===== src/rtl/alu_pkg.sv =====
// Shared op-code constants and FSM state encoding for the multi-cycle ALU.
package alu_pkg;

    typedef logic [1:0] state_t;

    localparam state_t ST_IDLE = 2'd0;
    localparam state_t ST_MUL  = 2'd1;
    localparam state_t ST_DONE = 2'd2;

    // op[2] selects inverted B with carry-in 1 for the adder-based ops
    localparam logic [2:0] OP_AND = 3'b000;
    localparam logic [2:0] OP_OR  = 3'b001;
    localparam logic [2:0] OP_ADD = 3'b010;
    localparam logic [2:0] OP_MUL = 3'b011;
    localparam logic [2:0] OP_SUB = 3'b110;
    localparam logic [2:0] OP_SLT = 3'b111;

    function automatic logic op_is_illegal(input logic [2:0] op);
        return (op == 3'b100) || (op == 3'b101);
    endfunction

endpackage


===== src/rtl/add_nb.sv =====
// WIDTH-bit combinational adder with carry-in and carry-out.
module add_nb #(
    parameter int WIDTH = 16
) (
    input  logic [WIDTH-1:0] a,
    input  logic [WIDTH-1:0] b,
    input  logic             ci,
    output logic [WIDTH-1:0] r,
    output logic             co
);

    assign {co, r} = {1'b0, a} + {1'b0, b} + {{WIDTH{1'b0}}, ci};

endmodule


===== src/rtl/alu_mc.sv =====
// Multi-cycle ALU: single-cycle logic/add ops, WIDTH-cycle shift-add multiply,
// valid/ready handshakes on both sides.
module alu_mc
    import alu_pkg::*;
#(
    parameter int WIDTH = 16
) (
    input  logic             clk,
    input  logic             rst_n,
    input  logic             in_valid,
    output logic             in_ready,
    input  logic [2:0]       op,
    input  logic [WIDTH-1:0] a,
    input  logic [WIDTH-1:0] b,
    output logic             out_valid,
    input  logic             out_ready,
    output logic [WIDTH-1:0] result,
    output logic             zero,
    output logic             carry,
    output logic             overflow,
    output logic             illegal
);

    localparam int CW = $clog2(WIDTH + 1);

    state_t             state_q, state_d;
    logic [WIDTH-1:0]   mcand_q, mcand_d;
    logic [2*WIDTH-1:0] acc_q, acc_d;
    logic [CW-1:0]      cnt_q, cnt_d;
    logic [WIDTH-1:0]   result_q, result_d;
    logic               zero_q, zero_d;
    logic               carry_q, carry_d;
    logic               overflow_q, overflow_d;
    logic               illegal_q, illegal_d;

    logic [WIDTH-1:0]   add_a, add_b, add_r;
    logic               add_ci, add_co, add_ovf;
    logic [2*WIDTH-1:0] acc_step;
    logic [WIDTH-1:0]   res_v;
    logic               accept;

    // The one adder is shared: partial sums while multiplying, operands otherwise
    always_comb begin
        if (state_q == ST_MUL) begin
            add_a  = acc_q[2*WIDTH-1:WIDTH];
            add_b  = mcand_q;
            add_ci = 1'b0;
        end else begin
            add_a  = a;
            add_b  = op[2] ? ~b : b;
            add_ci = op[2];
        end
    end

    add_nb #(.WIDTH(WIDTH)) u_add (
        .a  (add_a),
        .b  (add_b),
        .ci (add_ci),
        .r  (add_r),
        .co (add_co)
    );

    assign add_ovf  = (add_a[WIDTH-1] == add_b[WIDTH-1]) && (add_r[WIDTH-1] != add_a[WIDTH-1]);
    assign accept   = in_valid && (state_q == ST_IDLE);
    // Low half holds the remaining multiplier bits, consumed LSB-first
    assign acc_step = acc_q[0] ? {add_co, add_r, acc_q[WIDTH-1:1]}
                               : {1'b0, acc_q[2*WIDTH-1:1]};

    always_comb begin
        state_d    = state_q;
        mcand_d    = mcand_q;
        acc_d      = acc_q;
        cnt_d      = cnt_q;
        result_d   = result_q;
        zero_d     = zero_q;
        carry_d    = carry_q;
        overflow_d = overflow_q;
        illegal_d  = illegal_q;
        res_v      = '0;
        case (state_q)
            ST_IDLE: begin
                if (accept) begin
                    carry_d    = 1'b0;
                    overflow_d = 1'b0;
                    illegal_d  = op_is_illegal(op);
                    state_d    = ST_DONE;
                    case (op)
                        OP_AND: res_v = a & b;
                        OP_OR:  res_v = a | b;
                        OP_ADD, OP_SUB: begin
                            res_v      = add_r;
                            carry_d    = add_co;
                            overflow_d = add_ovf;
                        end
                        OP_SLT: begin
                            res_v   = {{(WIDTH-1){1'b0}}, add_r[WIDTH-1] ^ add_ovf};
                            carry_d = add_co;
                        end
                        OP_MUL: begin
                            mcand_d = a;
                            acc_d   = {{WIDTH{1'b0}}, b};
                            cnt_d   = '0;
                            state_d = ST_MUL;
                        end
                        default: res_v = '0;
                    endcase
                    if (op != OP_MUL) begin
                        result_d = res_v;
                        zero_d   = (res_v == '0);
                    end
                end
            end
            ST_MUL: begin
                acc_d = acc_step;
                cnt_d = cnt_q + CW'(1);
                if (cnt_q == CW'(WIDTH - 1)) begin
                    state_d    = ST_DONE;
                    result_d   = acc_step[WIDTH-1:0];
                    zero_d     = (acc_step[WIDTH-1:0] == '0);
                    overflow_d = |acc_step[2*WIDTH-1:WIDTH];
                    carry_d    = 1'b0;
                    illegal_d  = 1'b0;
                end
            end
            ST_DONE: begin
                if (out_ready) state_d = ST_IDLE;
            end
            default: state_d = ST_IDLE;
        endcase
    end

    always_ff @(posedge clk or negedge rst_n) begin
        if (!rst_n) begin
            state_q    <= ST_IDLE;
            mcand_q    <= '0;
            acc_q      <= '0;
            cnt_q      <= '0;
            result_q   <= '0;
            zero_q     <= 1'b0;
            carry_q    <= 1'b0;
            overflow_q <= 1'b0;
            illegal_q  <= 1'b0;
        end else begin
            state_q    <= state_d;
            mcand_q    <= mcand_d;
            acc_q      <= acc_d;
            cnt_q      <= cnt_d;
            result_q   <= result_d;
            zero_q     <= zero_d;
            carry_q    <= carry_d;
            overflow_q <= overflow_d;
            illegal_q  <= illegal_d;
        end
    end

    assign in_ready  = (state_q == ST_IDLE);
    assign out_valid = (state_q == ST_DONE);
    assign result    = result_q;
    assign zero      = zero_q;
    assign carry     = carry_q;
    assign overflow  = overflow_q;
    assign illegal   = illegal_q;

endmodule


===== config.mk =====
export PLATFORM = sky130hd
export DESIGN_NAME = alu_mc
export DESIGN_NICKNAME = d
export VERILOG_FILES = /design/src/rtl/alu_pkg.sv /design/src/rtl/add_nb.sv /design/src/rtl/alu_mc.sv
export SDC_FILE = /design/constraint.sdc
export NUM_CORES = 1
export LEC_CHECK = 0
export ABC_AREA = 0
export ABC_CLOCK_PERIOD_IN_PS = 3800
export BUFFER_PORTS_ARGS = -buffer_cell sky130_fd_sc_hd__buf_2
export CELL_PAD_IN_SITES_DETAIL_PLACEMENT = 1
export CELL_PAD_IN_SITES_GLOBAL_PLACEMENT = 2
export CORE_ASPECT_RATIO = 0.75
export CORE_MARGIN = 5
export CORE_UTILIZATION = 32
export DETAILED_ROUTE_END_ITERATION = 12
export HOLD_SLACK_MARGIN = 0.08
export PLACE_DENSITY_LB_ADDON = 0.2
export RECOVER_POWER = 50
export SKIP_CTS_REPAIR_TIMING = 1
export SYNTH_ARGS = -nofsm -noshare
export SYNTH_HDL_FRONTEND = slang
export SYNTH_SLANG_ARGS = --single-unit

===== constraint.sdc =====
create_clock -name clk -period 3.8 [get_ports clk]
set_input_delay 0.19 -clock clk [delete_from_list [all_inputs] [get_ports clk]]
set_output_delay 0.19 -clock clk [all_outputs]
set_load 0.02 [all_outputs]

* Yosys cells after proc, flatten, opt, wreduce, memory -nomap -nowiden
Cells that the tools add are included.
** Storage, ports and cells
- Register bits :: 75
- Input port bits :: 39
- Output and inout bits :: 22
- Logic and storage cells :: 87
** Cells by class
- Add/sub/neg operators :: 3
- Equality and inequality tests :: 18
- Muxes and demuxes :: 37
- Bitwise logic cells :: 4
- Reductions and logical operators :: 16
** Operators by type and width (number)
- 16-bit 2-to-1 mux :: 8
- 32-bit 2-to-1 mux :: 3
- 16-bit case mux with 4 select lines :: 1
- 32-bit case mux with 2 select lines :: 1
- 16-bit zero test :: 2
- 16-bit case mux with 2 select lines :: 1
- 16-bit by 16-bit adder with 17-bit output :: 1
- 17-bit by 1-bit adder with 17-bit output :: 1
- 16-bit bitwise AND :: 1
- 16-bit NOT :: 1
- 16-bit bitwise OR :: 1
- 16-bit OR reduction :: 1
- 3-bit equality test (second input constant) :: 4
- 3-bit AND reduction :: 4
- 1-bit 2-to-1 mux :: 11
- 5-bit 2-to-1 mux :: 2
- 2-bit by 1-bit inequality test with 1-bit output (second input constant) :: 5
- 5-bit case mux with 2 select lines :: 1
- 2-bit 2-to-1 mux :: 4
- 1-bit case mux with 2 select lines :: 4
- 3-bit by 2-bit equality test with 1-bit output (second input constant) :: 2
- 2-bit case mux with 3 select lines :: 1
- 5-bit by 1-bit adder with 5-bit output (second input constant) :: 1
- 5-bit by 4-bit equality test with 1-bit output (second input constant) :: 1
- 15 further kinds :: 16

* Depth between registers and ports, before layout
- Word-level depth :: 15
- Mapped depth :: 18
- Gate-level depth less buffers :: 14

* Modules after synthesis
Synthesis repeated with hierarchy kept, for this count alone.
** Unflattened totals
- Cell total of the unflattened synthesis :: 572
- Area, all modules :: 5102.4 um^2
** By module, submodules not included
- alu_mc :: times used 1, cells each 478, area an instance 4355.4 um^2, seq. area each 1876.8 um^2
- add_nb :: times used 1, cells each 94, area an instance 747.0 um^2, seq. area each 0.0 um^2

* Least setup slack after synthesis
OpenSTA, ideal clock, no wires.
- Kind :: flip-flop to flip-flop
- Start :: reg state_q[1]
- End :: reg zero_q (netlist: zero)
- Library setup time :: 0.076 ns
- Arrival time :: 4.006 ns
- Required time :: 3.724 ns
- Slack :: -0.283 ns
- Cell stages (with the launch flop) :: 19
- Path buffers :: 4
- Period minus slack after synthesis :: 4.083 ns
- Cell sequence :: dfrtp_1 > clkbuf_1 > nand2b_1 > clkbuf_1 > buf_1 > buf_1 > nand2_1 > nand2_1 > fa_1 > inv_1 > fa_1 > nand2b_1 > a21oi_1 > o21ai_0 > a32o_1 > or4_1 > nor4_1 > nand4_1 > o21ai_1
** Between the ends
- Longest elaborated chain between the ends :: 14
- Elaborated cells between the ends (all ways) :: 27
- Those cells by class :: add/sub: 2; eq/ne: 6; mux: 11; bitwise: 1; reduce/logical: 7
** Ends and longest elaborated chain
- from (decl) :: line alu_mc.sv:26 : state_t state_q, state_d;
- from (signal assigned) :: line alu_mc.sv:144 : state_q <= state_d;
- 2-bit by 1-bit equality test with 1-bit output :: line alu_mc.sv:44, alu_mc.sv:80
- 16-bit 2-to-1 mux :: line alu_mc.sv:44 : if (state_q == ST_MUL) begin
- 16-bit by 16-bit adder with 17-bit output :: line add_nb.sv:12 : assign {co, r} = {1'b0, a} + {1'b0, b} + {{WIDTH{1'b0}}, ci};
- 17-bit by 1-bit adder with 17-bit output :: line add_nb.sv:12
- 1-bit inequality test :: line alu_mc.sv:63 : assign add_ovf = (add_a[WIDTH-1] == add_b[WIDTH-1]) && (add_r[WIDTH-1] != add_a[WIDTH-1]);
- 1-bit logical AND :: line alu_mc.sv:63
- 1-bit bitwise XOR :: line alu_mc.sv:96 : res_v = {{(WIDTH-1){1'b0}}, add_r[WIDTH-1] ^ add_ovf};
- 16-bit case mux with 4 select lines :: line alu_mc.sv:87 : case (op)
- 16-bit 2-to-1 mux :: line alu_mc.sv:82 : if (accept) begin
- 16-bit 2-to-1 mux :: line alu_mc.sv:80 : case (state_q)
- 16-bit zero test :: line alu_mc.sv:109 : zero_d = (res_v == '0);
- 1-bit 2-to-1 mux :: line alu_mc.sv:107 : if (op != OP_MUL) begin
- 1-bit 2-to-1 mux :: line alu_mc.sv:82
- 1-bit case mux with 2 select lines :: line alu_mc.sv:80
- to (signal assigned) :: line alu_mc.sv:149 : zero_q <= zero_d;
- to (decl) :: line alu_mc.sv:31 : logic zero_q, zero_d;
Parallel ways exist; a longest one is shown, timed or not. The select of a mux whose other input is x is not followed.
A chain may end at the register's enable or synchronous reset.

* Worst setup path in the final report
- Start :: reg state_q[0]
- End :: reg overflow_q (netlist: overflow)
** Between the ends
- Longest elaborated chain between the ends :: 9
- Elaborated cells between the ends (all ways) :: 21
- Those cells by class :: add/sub: 2; eq/ne: 5; mux: 8; reduce/logical: 6
** Ends and longest elaborated chain
- parallel branches: the longest is 9 deep, another holds 16-bit by 16-bit adder with 17-bit output
- to (signal assigned) :: line alu_mc.sv:151 : overflow_q <= overflow_d;
- to (decl) :: line alu_mc.sv:33 : logic overflow_q, overflow_d;
Several ways; the timed one is not identified. The select of a mux whose other input is x is not followed.

==> key figures <==
Outcome
  • Status: complete, but fails checks
  • Failing checks: max-capacitance violations, max-slew violations

Die
  • Num rows: 40
  • Core footprint: 16020 µm²
  • Die width: 157.6 µm
  • Die span in y: 120.7 µm
  • IO Pins: 61
  • Starting density of the core: 0.3266
  • Die area: around 19000 µm²

Power
  • Pwr/cell area: 700.9 nW/µm²
  • Maximum VDD drop: roughly 310 µV
  • Net Sw Power: approximately 0.0019 W
  • Power share of the sequential group: 0.340
  • Sw frac: 0.4375
  • Pint: between 0.002 and 0.0025 W
  • Logic pwr share: 0.449
  • Static leakage: roughly 2.6 nW
  • Clk pwr share: 0.211

Drt
  • Vias per cell: 5.618
  • First-pass iteration count of the detailed router: 4
  • Wire length per cell: around 22 µm
  • Vias: about 5000
  • Routed WL: 20440 µm
  • DRT iter0 DRCs: 337
  • DRC Markers: 0
  • Post-DRT Antenna Nets: 0

Finish
  • # fillers: a little under 2000
  • Share of cells above drive strength 1: 0.1636
  • Nets: 757
  • Register area: 1879 µm²
  • Area growth syn-to-layout: 17.15%
  • Antenna Cells: 0
  • Area occupied by multi-input gates: 3187 µm²

Synthesis
  • Register area share after synthesis: 0.3589
  • Ys Warns: 0
  • Async SR Flop Fraction: 1.000
  • Avg Cell Area, Syn: around 8.1 µm²
  • Cell area after synthesis: about 5200 µm²
  • Ys flop type: dfrtp_1
  • Area share of the largest cell type after synthesis: 0.3589
  • Ranking of synthesized cells by area: dfrtp_1 36%, nand2_1 9.5%, o21ai_0 5.6%
  • Top-count cell post-synth: nand2_1
  • Mapped Nets: 702
  • Post-synth EDFFs: 0
  • Post-synth top cells: 132 x nand2_1, 75 x dfrtp_1, 59 x o21ai_0, 50 x nor2_1, 31 x a21oi_1
  • Post-synthesis register bit count: 75
  • Synth unique cells: 57
  • Area leader, netlist: dfrtp_1
  • Cells after Synth: 644

STA
  • Final Hold Viols: 0
  • Max Freq: about 280 MHz
  • Setup_tns: 0 ns
  • Final count of pins violating max slew: 76
  • Skew final: ~0.010 ns
  • Part of the cycle the worst path needs: 0.9471
  • Setup ws final: 0.2009 ns
  • Slew @ Worst Pin: approximately 2.1 ns
  • # setup viols final: 0
  • Rel. slew slack: -0.3915
  • Final Critical Period: 3.599 ns
  • Worst hold slack: roughly 0.11 ns

Critical path
  • CP Data Required Time: 4.03 ns
  • CP max stage cell: dfrtp_2
  • Cells along the critical path: nor2b_4, nand2_1, o21ai_1, fa_1, inv_1, fa_1, nand2b_2, a21o_2, a21oi_1, a311o_1, nor2_1, o41a_1, o31a_1
  • Critical path class: register to register
  • CP max stage delay: 0.43 ns
  • Crit path buf inv count: 1
  • Nature of the critical path endpoint: register
  • Crit Path Max Fanout: 7
  • Crit path DAT: 3.83 ns
  • CP delay by family, top: compound AO/OA/AOI/OAI gates
  • Startpoint Class: register
  • Most Frequent Cell on Critical Path: fa_1

GRT
  • Largest net degree at the start of global routing: 76
  • First-pass GRT wire length: 31950 µm
  • Initial antenna violation count: 0
  • Number of global-route vias before repair: 5497
  • Total grt overflow: 0
  • Global Route Usage Sum: 0.2206

CTS
  • Clk Latency, worst-skew pair: 0.36 ns
  • Largest buffer count on any clock path: 2
  • Total CTS buffers: 9
  • Max H-tree Level: 3
  • Root Driver: clkbuf_16
  • CTS tree: built
  • Register clock-pin slew on the reported worst setup and hold paths: ~0.060 ns
  • Clock Sinks: 75

Place
  • Port buffer count: 60
  • Post-detail-place hpwl: 15550 µm
  • Setup WS pre-CTS: 0.06200 ns
  • GP Congestion: 0.9125

Min path
  • HP Class: input pin to register

Job
  • Max-cap violations: 1
## through the flow
step / cells / instance area, µm² / util / power [W]
2_1_floorplan: 644 / 5239 / - / 0.002655
3_3_place_gp: 895 / 5799 / 0.3621 / 0.003327
3_5_place_dp: 895 / 5799 / 0.3621 / 0.003378
4_1_cts: 910 / 6101 / 0.3809 / 0.004304
5_1_grt: 913 / 6127 / 0.3826 / 0.004595
6_report: 913 / 6127 / 0.3826 / 0.004295
## layout by cell type (no fill, tap or decap), types with 13 or more instances in the layout
master / netlist / final
maj3_1: 13 / 13
a21oi_1: 31 / 30
nand3_1: 14 / 14
buf_2: 2 / 48
buf_4: 0 / 22
nor2_1: 50 / 50
xnor2_1: 21 / 21
dfrtp_1: 75 / 73
ha_1: 17 / 17
mux2_2: 17 / 17
nand2_1: 132 / 132
o21ai_0: 59 / 58
a31oi_1: 17 / 17
## power groups by stage
stage	Sequential, W	Combinational, W	Clock [W]
floorplan	0.00145	0.00120	0
global placement	0.00145	0.00188	0
detailed placement	0.00147	0.00191	0
CTS	0.00146	0.00192	0.000928
global route	0.00151	0.00213	0.000960
finish	0.00146	0.00193	0.000908
## state kept, by name, indices dropped and copies added (netlist names)
name and count:
acc_q 32, carry 1, cnt_q 5, illegal 1, mcand_q 16, overflow 1, result 16, state_q 2
zero 1
## cell type report
type,instances,share of cell area
Timing Repair Buffer,82,0.07372
Inverter,12,0.007351
Clock buffer,10,0.03900
Clock inverter,5,0.01021
Tap cell,210,0.04288
Multi-Input combinational cell,519,0.5201
Sequential cell,75,0.3067
## cell families (layout without fill, tap and decap cells)
| logic type | count (synthesis) | in the layout | synth area share |
|---|---|---|---|
| fa+ha+maj | 32 | 32 | 0.07320 |
| xor+xnor | 29 | 29 | 0.04857 |
| compound gates | 181 | 181 | 0.2182 |
| buf+inv | 50 | 109 | 0.03804 |
| simple gates | 253 | 253 | 0.2132 |
| flops | 75 | 75 | 0.3589 |
| mux | 24 | 24 | 0.05000 |
## layer usage
layer  up-vias  routed length [µm]  global-route usage
met3        14                1095             0.03685
met1      2569                9843              0.3155
met5         -                   0                   0
met4         0                 248             0.06179
li1       2417                   -                   -
met2       129                9252              0.3425
## worst paths after layout
| kind | startpoint | end | slack (ns) | cells past startpoint |
|---|---|---|---|---|
| setup / recovery | state_q[0]$_DFFE_PN0P_ | overflow$_DFFE_PN0P_ | 0.20 | 13 |
| hold / removal | a[1] | mcand_q[1]$_DFFE_PN0P_ | 0.11 | 2 |
| setup reg to reg | state_q[0]$_DFFE_PN0P_ | overflow$_DFFE_PN0P_ | 0.20 | 13 |
| hold reg to reg | result[9]$_DFFE_PN0P_ | result[9]$_DFFE_PN0P_ | 0.48 | 2 |
| max in group asynchronous | rst_n | state_q[0]$_DFFE_PN0P_ | 1.97 | 1 |
| min in group asynchronous | rst_n | mcand_q[10]$_DFFE_PN0P_ | 0.43 | 1 |
Note: power is estimated with default switching activity, not from simulation.
